--- config.mk ---
export PLATFORM = sky130hd
export DESIGN_NAME = heaa_add_arbiter
export DESIGN_NICKNAME = d
export VERILOG_FILES = /design/src/rtl/heaa_pkg.sv /design/src/rtl/heaa_add_arbiter_addn.sv /design/src/rtl/heaa_add_arbiter.sv
export SDC_FILE = /design/constraint.sdc
export NUM_CORES = 1
export LEC_CHECK = 0
export CAP_MARGIN = 0
export CORE_ASPECT_RATIO = 1.5
export CORE_MARGIN = 8
export CORE_UTILIZATION = 41
export DETAILED_ROUTE_END_ITERATION = 12
export PLACE_DENSITY = 0.83
export SYNTH_ARGS = -nofsm -noshare
export SYNTH_HDL_FRONTEND = slang
export SYNTH_HIERARCHICAL = 1
export SYNTH_SLANG_ARGS = --single-unit
--- constraint.sdc ---
create_clock -name clk -period 4.92 [get_ports clk]
set_input_delay 1.476 -clock clk [delete_from_list [all_inputs] [get_ports clk]]
set_output_delay 1.476 -clock clk [all_outputs]
set_load 0.01 [all_outputs]
--- src/rtl/heaa_pkg.sv ---
// heaa_pkg: shared definitions for the shared approximate-adder arbiter.
//   HEAA_W_DEFAULT / HEAA_INACC_DEFAULT : default operand and inaccurate-part widths
//   HEAA_NREQ_MAX / HEAA_IDW_MAX        : largest supported requester count and its ID width
//   heaa_rsp_t                          : response record {sum, id, approx} at default widths
//   rr_pick()                           : round-robin scan returning {idx, found}
package heaa_pkg;

  localparam int HEAA_W_DEFAULT     = 32;
  localparam int HEAA_INACC_DEFAULT = 10;
  localparam int HEAA_NREQ_MAX      = 8;
  localparam int HEAA_IDW_MAX       = 3;

  typedef struct packed {
    logic [HEAA_W_DEFAULT:0]  sum;
    logic [HEAA_IDW_MAX-1:0]  id;
    logic                     approx;
  } heaa_rsp_t;

  typedef struct packed {
    logic [HEAA_IDW_MAX-1:0] idx;
    logic                    found;
  } rr_pick_t;

  // First set bit of valid[n-1:0], scanning upward from ptr with wrap.
  // The scan runs from the farthest offset down to the nearest, so the
  // nearest hit is the one that survives; no early exit is needed.
  function automatic rr_pick_t rr_pick(input logic [HEAA_NREQ_MAX-1:0] valid,
                                       input logic [HEAA_IDW_MAX-1:0]  ptr,
                                       input int                       n);
    rr_pick_t r;
    int       i;
    r = '0;
    for (int k = HEAA_NREQ_MAX - 1; k >= 0; k--) begin
      if (k < n) begin
        i = (int'(ptr) + k) % n;
        if (valid[i]) begin
          r.idx   = HEAA_IDW_MAX'(i);
          r.found = 1'b1;
        end
      end
    end
    return r;
  endfunction

endpackage

--- src/rtl/heaa_add_arbiter_addn.sv ---
// heaa_addn: combinational exact/approximate adder.
//   a, b   : W-bit unsigned operands
//   approx : 1 = approximate (OR low part, XOR at INACC-1, AND carry), 0 = exact
//   sum    : W+1-bit result
module heaa_addn #(
  parameter int W     = 32,
  parameter int INACC = 10
) (
  input  logic [W-1:0] a,
  input  logic [W-1:0] b,
  input  logic         approx,
  output logic [W:0]   sum
);

  logic [INACC-1:0] lo;
  logic [W-INACC:0] hi;
  logic             cy;

  always_comb begin
    lo = '0;
    for (int k = 0; k < INACC - 1; k++) begin
      lo[k] = a[k] | b[k];
    end
    lo[INACC-1] = a[INACC-1] ^ b[INACC-1];
    // The only carry into the exact upper part is generated at bit INACC-1.
    cy = a[INACC-1] & b[INACC-1];
    hi = {1'b0, a[W-1:INACC]} + {1'b0, b[W-1:INACC]} + (W-INACC+1)'(cy);
    if (approx) sum = {hi, lo};
    else        sum = {1'b0, a} + {1'b0, b};
  end

endmodule

--- src/rtl/heaa_add_arbiter.sv ---
// heaa_add_arbiter: round-robin sharing of one exact/approximate adder.
//   clk, rst_n              : clock, asynchronous active-low reset
//   req_valid/req_ready     : per-requester handshake (req_ready one-hot or zero)
//   req_a, req_b            : packed operands, requester i at [i*W +: W]
//   req_approx              : per-request mode bit
//   rsp_valid/rsp_ready     : single-slot registered response handshake
//   rsp_sum, rsp_id         : W+1-bit result and originating requester
//   rsp_approx              : mode bit used for this result
//   busy                    : mirrors rsp_valid
module heaa_add_arbiter
  import heaa_pkg::*;
#(
  parameter int NREQ  = 4,
  parameter int W     = HEAA_W_DEFAULT,
  parameter int INACC = HEAA_INACC_DEFAULT,
  parameter int IDW   = 2
) (
  input  logic              clk,
  input  logic              rst_n,
  input  logic [NREQ-1:0]   req_valid,
  output logic [NREQ-1:0]   req_ready,
  input  logic [NREQ*W-1:0] req_a,
  input  logic [NREQ*W-1:0] req_b,
  input  logic [NREQ-1:0]   req_approx,
  output logic              rsp_valid,
  input  logic              rsp_ready,
  output logic [W:0]        rsp_sum,
  output logic [IDW-1:0]    rsp_id,
  output logic              rsp_approx,
  output logic              busy
);

  logic [IDW-1:0] rr_ptr;
  rr_pick_t       pick;
  logic [IDW-1:0] gnt_id;
  logic           can_accept;
  logic           xfer;
  logic [W-1:0]   a_g;
  logic [W-1:0]   b_g;
  logic           apx_g;
  logic [W:0]     sum_g;

  logic           vld_p0;
  logic [W:0]     sum_p0;
  logic [IDW-1:0] id_p0;
  logic           apx_p0;

  always_comb begin
    can_accept = !vld_p0 || rsp_ready;
    pick       = rr_pick(HEAA_NREQ_MAX'(req_valid), HEAA_IDW_MAX'(rr_ptr), NREQ);
    gnt_id     = IDW'(pick.idx);
    // Gated by rst_n so no requester sees an accept while reset is held.
    xfer       = can_accept && pick.found && rst_n;
    req_ready  = '0;
    if (xfer) req_ready[gnt_id] = 1'b1;
    a_g   = req_a[int'(gnt_id)*W +: W];
    b_g   = req_b[int'(gnt_id)*W +: W];
    apx_g = req_approx[gnt_id];
  end

  heaa_addn #(.W(W), .INACC(INACC)) u_addn (
    .a      (a_g),
    .b      (b_g),
    .approx (apx_g),
    .sum    (sum_g)
  );

  // Stage p0: single output slot, overwritten on a transfer, cleared on drain.
  always_ff @(posedge clk or negedge rst_n) begin
    if (!rst_n) begin
      vld_p0 <= 1'b0;
      sum_p0 <= '0;
      id_p0  <= '0;
      apx_p0 <= 1'b0;
      rr_ptr <= '0;
    end else if (xfer) begin
      vld_p0 <= 1'b1;
      sum_p0 <= sum_g;
      id_p0  <= gnt_id;
      apx_p0 <= apx_g;
      rr_ptr <= IDW'((int'(gnt_id) + 1) % NREQ);
    end else if (rsp_ready) begin
      vld_p0 <= 1'b0;
    end
  end

  assign rsp_valid  = vld_p0;
  assign rsp_sum    = sum_p0;
  assign rsp_id     = id_p0;
  assign rsp_approx = apx_p0;
  assign busy       = vld_p0;

endmodule

==> reports/metrics.cfg <==
[outcome]
status = complete, but fails checks
failed_checks = negative setup slack

[die]
fp-row-count = 54
initial_utilization_pct = 41.33
die_h_um = 163.2
num_io_pins = 309
die_width_um = 114.1
core_mm2 = 0.01432
die_area_mm2 = 0.01862

[logic_synthesis]
synth_cells = 771
ys_ff_latch = 39
synth.cell_area_mm2 = 0.005919
ys_seq_area_share_pct = 16.49
ys_warn_count = 6
yosysUniqueCellTypes = 68
synth_ff_type = dfrtp_1
synth_edf_count = 0
synth.avg_cell_area_um2 = 7.678
syn_nets = 1082
async_reset_ff_share_pct = 100.0

[setup_path]
cp-end-kind = register
r2r_setup_slack_ns = 0.39
cp.required_ns = 5.08
path_max_fanout = 6
worst_setup_path_start_kind = input pin
worst-setup-path-type = in -> reg
r2r_end = rsp_sum[30]
r2r-start = rr_ptr[1]
arrival_ns = 5.25
r2r_cells = 19

[routing]
routed_wl_um = 31980
viasPerCell = 5.747
wl_per_cell_um = 22.27
drc = 0
drt_pre_antenna_iters = 6
ant_nets = 0
vias = 8252
drt_iter0_drc = 579

[finish]
layout-drive-gt1-share_pct = 30.00
fin_cells = 1436
design_area_mm2 = 0.01142
nNetsFinal = 1550
diodes = 0
syn2layout_area_growth_pct = 93.00
final_common_cell = clkdlybuf4s50_1
final_cell_mix = clkdlybuf4s50_1 (299), buf_4 (183), nand2_1 (149)

[clock_network]
cts_made_buffers = 5
clk_latency_ns = 0.29
clockRootBuffer = clkbuf_16
htreeDepth = 2
hold_buffers = 0
cts_sinks = 39
clk_path_buf_depth = 2
clkTransAtPathRegs_ns = 0.06
cts_tree = done

[hold_path]
min_path_type = reg -> reg
hold_start = rsp_sum[9]
whs_path_depth = 1
min_delay_worst_endpoint = rsp_sum[9]

[sta]
max_clock_freq_ghz = 0.1967
timing.final.crit_share_pct = 103.3
slew_headroom_pct = 63.84
setup_slack_ns = -0.1637
fin_crit_ns = 5.084
setup_viol = 14
worstMarginPinSlew_ns = 0.5425
hold_viol = 0
skew_ns = 0.004940
drv_slew = 0
rsz0062_at_grt = yes

[placement]
place_area_mm2 = 0.01024
port_buffers = 308
place_congestion = 0.9981
dp_cells = 1387
dp_hpwl_um = 22970

[grt]
grt_use_total_pct = 31.94
grt_pass1_wl_um = 46240
grt_pass1_vias = 8618
overflow = 0
antenna_found_initial = 0
grt_start_max_net_pins = 40

[power_and_ir_drop]
total_power_mw = 7.392
ir_worst_vdd_mv = 0.3309
leakage_nw = 4.828
p_per_area_mw_per_mm2 = 647.0

[run]
maxCapViolations = 0

-- final cells by class --
class	instances	area [µm²]
Fill cell	919	2899
Clock buffer	8	156.4
Sequential cell	39	975.9
Multi-Input combinational cell	646	5100
Inverter	32	120.1
Tap cell	196	245.2
Timing Repair Buffer	515	4827
-- what timing repair did --
action / 4_1_cts / 5_1_grt
buffers inserted: 20 / 18
endpoints found under the setup margin: 31 / 20
gates resized for setup: 83 / 59
pin swaps: 25 / 37
cloned: 4 / 0
-- worst max-delay path by stage --
stage	from	slack [ns]	end	cells after the start
final	req_valid[3]	-0.16	rsp_sum[30]	18
after CTS	req_valid[1]	0.001	rsp_sum[31]	20
after floorplan	req_valid[1]	0.04	rsp_sum[26]	16
after detailed placement	req_valid[1]	-0.84	rsp_sum[30]	19
after global routing	req_valid[1]	-0.26	rsp_sum[11]	19
after global placement	req_valid[2]	-0.75	rsp_sum[20]	16
-- per-layer routing --
| metal | global-route usage, % | routed length [µm] | vias to the layer above |
|---|---|---|---|
| li1 | - | - | 3728 |
| met1 | 28.95 | 10360 | 3881 |
| met2 | 59.16 | 16470 | 469 |
| met3 | 8.290 | 2254 | 174 |
| met4 | 24.68 | 2894 | 0 |
| met5 | 0 | 0 | - |
-- critical path, stage by stage --
cell and delay, ns:
clkdlybuf4s15_2 0.31, inv_1 0.26, o2bb2a_4 0.24, buf_6 0.15, buf_6 0.13, a211oi_2 0.24
a31oi_2 0.10, ha_4 0.20, fa_2 0.38, a21o_1 0.24, a221oi_4 0.33, nor4_4 0.08
a211oi_2 0.28, buf_4 0.16, nor4_2 0.04, nor4_2 0.29, nor3_2 0.07, mux2_4 0.26
-- through the flow --
stage	TNS [ns]	hold WS, ns	setup WS (ns)	utilization, %
after global placement	-17.19	0.4842	-0.7517	71.49
after CTS	0	0.5071	0.001325	76.91
final	-1.111	0.5058	-0.1637	79.76
after detailed placement	-19.81	0.4922	-0.8395	71.49
after floorplan	0	0.5283	0.03539	-
after global routing	-2.476	0.5331	-0.2562	79.76
-- logic make-up after synthesis --
group | Yosys count | share of synthesized area, %
fa+ha+maj | 44 | 9.681
mux | 44 | 8.159
xor+xnor | 30 | 4.439
flops | 39 | 16.49
compound gates | 250 | 31.33
simple gates | 275 | 22.11
buf+inv | 89 | 7.800
-- power by group --
group,switching [mW],internal (mW)
Sequential,0.113,0.484
Clock,0.125,0.216
Combinational,3.18,3.27
-- state kept, by name, summed over array words and instances, names as in the netlist --
name,count
rsp_sum,33
rr_ptr,2
rsp_id,2
busy,1
rsp_approx,1
-- Yosys cell counts, drive strengths merged, types with 2 or more instances --
cell type  count  area share (%)
a211o          3            0.44
a211oi        69              11
a21o          11             1.5
a21oi         42             3.7
a221oi         3            0.66
a31oi         70             7.5
a41oi          2            0.30
and2          67             7.1
and3           5            0.55
buf           33             4.2
clkbuf        24             1.5
dfrtp         39              16
fa             3             1.0
ha            41             8.7
inv           32             2.0
mux2          34             6.5
mux2i         10             1.7
nand2        150             9.6
nand2b         7            0.74
nand3          3            0.25
nand4          7            0.74
nor2          23             1.5
nor2b          2            0.21
nor3           3            0.34
nor4           3            0.42
o21a           3            0.38
o21ai         23             2.1
o21bai         7             1.0
o221ai         3            0.55
o41ai          2            0.42
xnor2         12             1.8
xor2          18             2.7
No activity file was read; power rests on OpenSTA's default activity.
